[src/rtl/fifo_arb_pkg.sv]
// Shared types and helpers for the FIFO write-side arbiter.
package fifo_arb_pkg;

  typedef enum logic [0:0] {
    IDLE  = 1'b0,
    BURST = 1'b1
  } arb_state_e;

  localparam int STAT_W = 16;

  // Index width with a floor of one bit so single-entry ranges still get a signal.
  function automatic int ID_W(input int n);
    return (n <= 2) ? 1 : $clog2(n);
  endfunction

endpackage

[src/rtl/rr_picker.sv]
// Rotating-priority picker: first set bit of req at or above ptr, wrapping.
module rr_picker
  import fifo_arb_pkg::*;
#(
  parameter int NUM_REQ = 4
) (
  input  logic [NUM_REQ-1:0]          req,
  input  logic [ID_W(NUM_REQ)-1:0]    ptr,
  output logic                        found,
  output logic [ID_W(NUM_REQ)-1:0]    idx
);

  localparam int IW = ID_W(NUM_REQ);

  always_comb begin
    int j;
    found = 1'b0;
    idx   = '0;
    j     = 0;
    for (int i = 0; i < NUM_REQ; i++) begin
      j = int'(ptr) + i;
      if (j >= NUM_REQ) j = j - NUM_REQ;
      if (!found && req[j]) begin
        found = 1'b1;
        idx   = IW'(j);
      end
    end
  end

endmodule

[src/rtl/fifo_wr_arbiter.sv]
// Round-robin burst arbiter in front of a FIFO write port.
// Optional per-requester beat counters: define FIFO_ARB_STATS_EN.
module fifo_wr_arbiter
  import fifo_arb_pkg::*;
#(
  parameter int NUM_REQ    = 4,
  parameter int DATA_WIDTH = 8,
  parameter int MAX_BURST  = 4
) (
  input  logic                            clk,
  input  logic                            rst_n,
  input  logic [NUM_REQ-1:0]              req_valid,
  input  logic [NUM_REQ*DATA_WIDTH-1:0]   req_data,
  input  logic [NUM_REQ-1:0]              req_last,
  output logic [NUM_REQ-1:0]              req_ready,
  input  logic                            fifo_full,
  output logic                            fifo_wr_en,
  output logic [DATA_WIDTH-1:0]           fifo_data,
  output logic [ID_W(NUM_REQ)-1:0]        grant_id,
  output logic                            busy
`ifdef FIFO_ARB_STATS_EN
  ,
  output logic [NUM_REQ*STAT_W-1:0]       stat_beats
`endif
);

  localparam int IW = ID_W(NUM_REQ);
  localparam int CW = ID_W(MAX_BURST);

  arb_state_e       state;
  logic [IW-1:0]    rr_ptr;
  logic [CW-1:0]    beat_cnt;
  logic             pick_found;
  logic [IW-1:0]    pick_idx;
  logic             sel_valid;
  logic             sel_last;
  logic             rel;

  rr_picker #(.NUM_REQ(NUM_REQ)) u_pick (
    .req   (req_valid),
    .ptr   (rr_ptr),
    .found (pick_found),
    .idx   (pick_idx)
  );

  assign busy       = (state == BURST);
  assign sel_valid  = req_valid[grant_id];
  assign sel_last   = req_last[grant_id];
  assign fifo_wr_en = busy & sel_valid & ~fifo_full;
  assign fifo_data  = busy ? req_data[int'(grant_id)*DATA_WIDTH +: DATA_WIDTH] : '0;

  // A stall (full) blocks every release path, including an abandoned request.
  assign rel = busy & ((fifo_wr_en & (sel_last | (beat_cnt == CW'(MAX_BURST-1))))
                     | (~sel_valid & ~fifo_full));

  always_comb begin
    req_ready = '0;
    if (fifo_wr_en) req_ready[grant_id] = 1'b1;
  end

  always_ff @(posedge clk or negedge rst_n) begin
    if (!rst_n) begin
      state    <= IDLE;
      grant_id <= '0;
      rr_ptr   <= '0;
      beat_cnt <= '0;
    end else begin
      case (state)
        IDLE: if (pick_found) begin
          grant_id <= pick_idx;
          beat_cnt <= '0;
          state    <= BURST;
        end
        BURST: begin
          if (fifo_wr_en) beat_cnt <= beat_cnt + 1'b1;
          if (rel) begin
            state  <= IDLE;
            rr_ptr <= (grant_id == IW'(NUM_REQ-1)) ? '0 : grant_id + 1'b1;
          end
        end
        default: state <= IDLE;
      endcase
    end
  end

`ifdef FIFO_ARB_STATS_EN
  for (genvar g = 0; g < NUM_REQ; g++) begin : g_stat
    logic [STAT_W-1:0] cnt;
    always_ff @(posedge clk or negedge rst_n) begin
      if (!rst_n)                                   cnt <= '0;
      else if (req_ready[g] && cnt != {STAT_W{1'b1}}) cnt <= cnt + 1'b1;
    end
    assign stat_beats[g*STAT_W +: STAT_W] = cnt;
  end
`endif

endmodule

[config.mk]
export PLATFORM = sky130hd
export DESIGN_NAME = fifo_wr_arbiter
export DESIGN_NICKNAME = d
export VERILOG_FILES = /design/src/rtl/fifo_arb_pkg.sv /design/src/rtl/rr_picker.sv /design/src/rtl/fifo_wr_arbiter.sv
export SDC_FILE = /design/constraint.sdc
export NUM_CORES = 1
export LEC_CHECK = 0
export CAP_MARGIN = 20
export CORE_MARGIN = 2
export CORE_UTILIZATION = 34
export DETAILED_ROUTE_END_ITERATION = 16
export PLACE_DENSITY = 0.79
export RECOVER_POWER = 25
export SLEW_MARGIN = 20
export SYNTH_ARGS = -nofsm -noshare
export SYNTH_HDL_FRONTEND = slang
export SYNTH_SLANG_ARGS = --single-unit
export TNS_END_PERCENT = 10
[constraint.sdc]
create_clock -name clk -period 2.3 [get_ports clk]
set_clock_uncertainty 0.15 [all_clocks]
set_input_delay 0.46 -clock clk [delete_from_list [all_inputs] [get_ports clk]]
set_output_delay 0.46 -clock clk [all_outputs]
set_load 0.01 [all_outputs]
Yosys cells after proc, flatten, opt, wreduce, memory -nomap -nowiden

Cells that the tools add are included.

Flip-flop bits (word level): 7
Latch bits: 0
Bits in writable memories: 0
Bits in read-only memories: 0
Memories: 0

Add/sub/neg operators: 9
Multiply operators: 0
Divide/modulo/power cells: 0
Magnitude comparators: 10
Equal/unequal tests: 4
Shift operators: 1
Mux-type cells: 39
Bitwise logic cells: 10
Reduce and logical (&&, ||, !) cells: 10

Operators with widths:

| cell                    | number |
|---|---|
| $lt A32 B4 Y1 const B   | 4 |
| $mux W32                | 4 |
| $ge A32 B4 Y1 const B   | 3 |
| $sub A32 B4 Y32 const B | 3 |
| $shiftx A32 B6 Y8       | 1 |
| $mux W1                 | 17 |
| $mux W2                 | 7 |
| $bmux W1 S2             | 6 |
| $mux W8                 | 1 |
| $add A2 B2 Y3 const B   | 2 |
| $reduce_and A2 Y1       | 3 |
| $and A1 B1 Y1           | 5 |
| $add A2 B1 Y2 const B   | 2 |
| $eq A2 B2 Y1 const B    | 2 |
| $logic_and A1 B1 Y1     | 4 |
| $mux W4                 | 1 |
| $ne A2 B2 Y1 const B    | 2 |
| $pmux W2 S2             | 1 |
| $sub A2 B3 Y4 const B   | 1 |
| $add A2 B1 Y3 const B   | 1 |
| $ge A2 B3 Y1 const B    | 1 |
| $logic_not A1 Y1        | 3 |
| $lt A2 B3 Y1 const B    | 1 |
| $not A1 Y1              | 3 |
| other kinds (4)         | 5 |

Logic depth before layout (Yosys ltp)

Depth after elaboration: 17
Mapped depth: 5
Depth with buffers taken out: 5

Cells and area by module

Synthesis repeated with hierarchy kept, for this count alone.

Cell total of the unflattened synthesis: 79
Area total of the unflattened synthesis: 798.3 µm²

By module, submodules not included:

| module          | instances | cells each | area an instance (µm²) | sequential area each (µm²) |
|---|---|---|---|---|
| fifo_wr_arbiter | 1         | 64         | 720.7                  | 175.2 |
| rr_picker       | 1         | 15         | 77.6                   | 0.0 |

Worst setup path after synthesis

Ideal clock, no wire load.

Path type: reg2out
Start point: reg grant_id[0]
End point: out req_ready[0]
Arrival: 1.555 ns
Data required time: 1.690 ns
Slack: 0.135 ns
Stages on the path, launching flop included: 5
Path buffers: 1
Path through: dfrtp_1 buf_6 mux4_2 and3b_4 and2_1

Cells in the longest elaborated chain, start to end: 5
Elaborated cells on any way between the ends: 10
Those cells by class: 2 x order compare; 5 x mux; 2 x bitwise; 1 x reduce/logical

Ends and longest elaborated chain:

| what                          | RTL line              | source |
|---|---|---|
| start, declared               | fifo_wr_arbiter.sv:19 | `output logic [ID_W(NUM_REQ)-1:0] grant_id,` |
| start signal, assigned        | fifo_wr_arbiter.sv:70 | `grant_id <= pick_idx;` |
| $bmux W1 S2                   | fifo_wr_arbiter.sv:47 | `assign sel_valid = req_valid[grant_id];` |
| $mux W1 (implied by the code) | fifo_wr_arbiter.sv:47 |  |
| $and A1 B1 Y1 (2 in series)   | fifo_wr_arbiter.sv:49 | `assign fifo_wr_en = busy & sel_valid & ~fifo_full;` |
| net fifo_wr_en                | fifo_wr_arbiter.sv:17 | `output logic fifo_wr_en,` |
| $mux W4                       | fifo_wr_arbiter.sv:58 | `if (fifo_wr_en) req_ready[grant_id] = 1'b1;` |
| end, declared                 | fifo_wr_arbiter.sv:15 | `output logic [NUM_REQ-1:0] req_ready,` |

The timed path passes the listed nets, and every way through them passes these cells. The select of a mux whose other input is x is not followed.

Worst setup path in the final report

Start point: reg grant_id[0]
End point: out req_ready[2]

Cells in the longest elaborated chain, start to end: 5
Elaborated cells on any way between the ends: 10
Those cells by class: 2 x order compare; 5 x mux; 2 x bitwise; 1 x reduce/logical

Ends and longest elaborated chain:

| what                                                                        | RTL line |
|---|---|
| $lt A2 B3 Y1 (implied by the code), or another cell as far along            | fifo_wr_arbiter.sv:58 |
| $logic_and A1 B1 Y1 (implied by the code) / $mux W1 (equally long branches) | fifo_wr_arbiter.sv:58, fifo_wr_arbiter.sv:47 |
| $mux W1 (implied by the code) / $and A1 B1 Y1 (equally long branches)       | fifo_wr_arbiter.sv:58, fifo_wr_arbiter.sv:49 |
| $demux W1 S2 / $and A1 B1 Y1 (equally long branches)                        | fifo_wr_arbiter.sv:58, fifo_wr_arbiter.sv:49 |
| $mux W4 (*)                                                                 | fifo_wr_arbiter.sv:58 |

Mark *: on every way between the ends. The rest lies on a longest branch, timed or not. The select of a mux whose other input is x is not followed.

==> out/results.txt <==
Post-synth EDFFs - 0
Synth Area in Compound Gates - 11.0%
Main synth FF type - dfrtp_1
Port Buffers - 58
Root Buffer - clkbuf_4
Proportion of synthesized area in mux cells - 34.8%
Peak VDD IR - 750 uV
Ranking of synthesized cells by area - mux4_2, dfrtp_1, and2_1, ha_1, mux2_2
Share of cells above drive strength 1 - 34.9%
Hold Buf Count CTS - 0
Fin worst setup slack - -0.0579 ns
CTS clock-pin slew for the worst setup and hold paths - 0.05 ns
MaxCap Viol Count - 0
Reg2reg setup slack - 0.26 ns
Critical setup path kind - reg2out
Most frequent cells after synthesis - and2_1, mux4_2, dfrtp_1
Unrepaired setup endpoints after global routing - yes
Final net count - 195
Fin util - 67.9%
Routability cong. - 0.756
Worst Setup Start Kind - flip-flop
Cell variety after synth - 27
Die X - 53.1 um
Failing checks - setup timing
CTS tree - yes
Area occupied by multi-input gates - 623 sq um
Routed WL per cell - 14.8 um
Slew headroom - 78.3%
Routed wire length - 2570 um
Top cell type's share of synthesized area - 22.0%
Place WS - -0.546 ns
Tmin final - 2.36 ns
# fillers - 181
Critical path arrival - 1.75 ns
Worst Path Required - 1.69 ns
Core ar. - 2250 sq um
PD cells - 973 nW/um^2
Mapped Cells - 73
Pleak - 0.674 nW
Sw Share - 37.7%
Area post-placement - 1510 sq um
Clock network power share - 7.3%
Psw - 0.000561 W
First-pass GRT wire length - 3920 um
DRT Pass-1 Iters - 4
Post-DRT Antenna Nets - 0
Share of the cycle needed by the critical path after routing - 103%
CP max FO - 5
Final setup violation count - 4
Die Height - 53.1 um
Initial drt markers - 3
Most common cell in the netlist - and2_1
Type of the most critical hold path - in2async
Post-route cell area - 1530 sq um
Ys async rst share - 100%
Seq/Total Area, Yosys - 21.3%
Number of antenna diodes - 0
Via density - 4.97
Largest net degree at the start of global routing - 14
FF+latch count, synth - 7
CTS Buffer Depth - 2
Synth Area in Simple Gates - 20.3%
Internal power - 0.000929 W
Total grt overflow - 0
# H-tree levels - 1
Maximum operating frequency - 424 MHz
Seq pwr share - 17.5%
Synth Area in Adders - 7.62%
Syn_area_per_cell - 11.2 sq um
Hold Violations, Final - 0
Vias - 864
CTS Sinks - 7
TritonCTS Buffers - 3
Main combinational cell family by area after synthesis - multiplexers
Status - finished, violations left
Cell taking the most area after synthesis - mux4_2
Area grow syn2layout - 86.6%
Die ar. - 2820 sq um
Initial antenna violation count - 0
Tightest Pin Transition - 0.325 ns
Logic pwr share - 75.2%
IO Pins - 59
Initial Util - 36.4%
Drt drc - 0
Post-Syn Area - 821 sq um
Vias in the first global route - 897
Reg area - 176 sq um
Cell Rows - 17
Xor and xnor area share after synthesis - 1.07%
CP endpoint kind - primary output
Slew Limit Fails - 0
GRT Total Usage - 18.9%
Clock Latency Late Sink - 0.24 ns
Syn nets - 121
Synth Warn # - 0
Post-DP HPWL - 2120 um
[layer usage]
metal	part of all wire (%)	vias to the layer above	GRT usage [%]	routed length, um
met5	0	-	0	0
met1	38	401	20.3	967
met4	0.62	0	5.13	16
li1	-	420	-	-
met2	49	41	36.3	1260
met3	13	2	4.24	331
[area by class of cell]
type	instances	share of cell area, %
clock buffer	4	1.72
inverter	2	0.490
multi-input combinational	60	40.7
sequential	7	11.5
tap	28	2.29
timing repair buffer	73	43.3
[worst paths after layout]
kind                        startpoint  depth (start not counted)            to
min in group clk           beat_cnt[1]                          1   beat_cnt[1]
setup / recovery           grant_id[0]                          5  req_ready[2]
setup reg to reg           grant_id[0]                          6   beat_cnt[1]
hold / removal                   rst_n                          1   grant_id[1]
hold reg to reg            beat_cnt[1]                          1   beat_cnt[1]
max in group asynchronous        rst_n                          1   grant_id[0]
[metrics by stage]
| stage | std cells | power [W] | TNS (ns) | hold slack, ns |
|---|---|---|---|---|
| after floorplan | 73 | 0.000902 | 0 | 0.0144 |
| after global routing | 174 | 0.00160 | -0.407 | 0.413 |
| after detailed placement | 168 | 0.00140 | -4.83 | 0.402 |
| after CTS | 174 | 0.00150 | -0.257 | 0.322 |
| after global placement | 168 | 0.00137 | -4.31 | 0.368 |
| final | 174 | 0.00149 | -0.228 | 0.396 |
[placed cells by master, fill, tap and decap left out, types with 4 or more instances in the layout]
cell / netlist / layout
and2_1: 12 / 8
and2_4: 0 / 4
buf_2: 2 / 8
buf_4: 0 / 12
buf_6: 1 / 6
clkdlybuf4s50_1: 0 / 40
dfrtp_1: 7 / 6
dlygate4sd2_1: 0 / 4
ha_1: 5 / 5
mux4_2: 8 / 8
nor2_1: 6 / 6
[sequential cells by signal, summed over array words and instances, names as in the netlist]
register,cells
beat_cnt,2
busy,1
grant_id,2
rr_ptr,2
[critical path, stage by stage, from the launching register on]
cell and delay (ns):
dfrtp_2 0.42, buf_6 0.12, mux4_2 0.50, and3b_4 0.21
and2_4 0.13, buf_6 0.11
[power by group through the flow]
stage / Clock (W) / Combinational (W) / Sequential [W]
after detailed placement: 0 / 0.00114 / 0.000262
final: 0.000109 / 0.00112 / 0.000261
after global routing: 0.000116 / 0.00122 / 0.000271
after floorplan: 0 / 0.000643 / 0.000259
after global placement: 0 / 0.00111 / 0.000255
after CTS: 0.000113 / 0.00113 / 0.000258
[kinds of logic (layout without fill, tap and decap cells)]
| group | count (synthesis) | count (layout) |
|---|---|---|
| simple gates | 27 | 27 |
| flops | 7 | 7 |
| xor+xnor | 1 | 1 |
| compound gates | 11 | 11 |
| buf+inv | 6 | 79 |
| mux | 16 | 16 |
| fa+ha+maj | 5 | 5 |
[timing repair]
item	4_1_cts	5_1_grt
setup buffers	2	0
pin swaps	5	0
setup endpoints to repair	13	7
cloned	0	0
gates resized for setup	58	10
No activity file was read; power rests on OpenSTA's default activity.
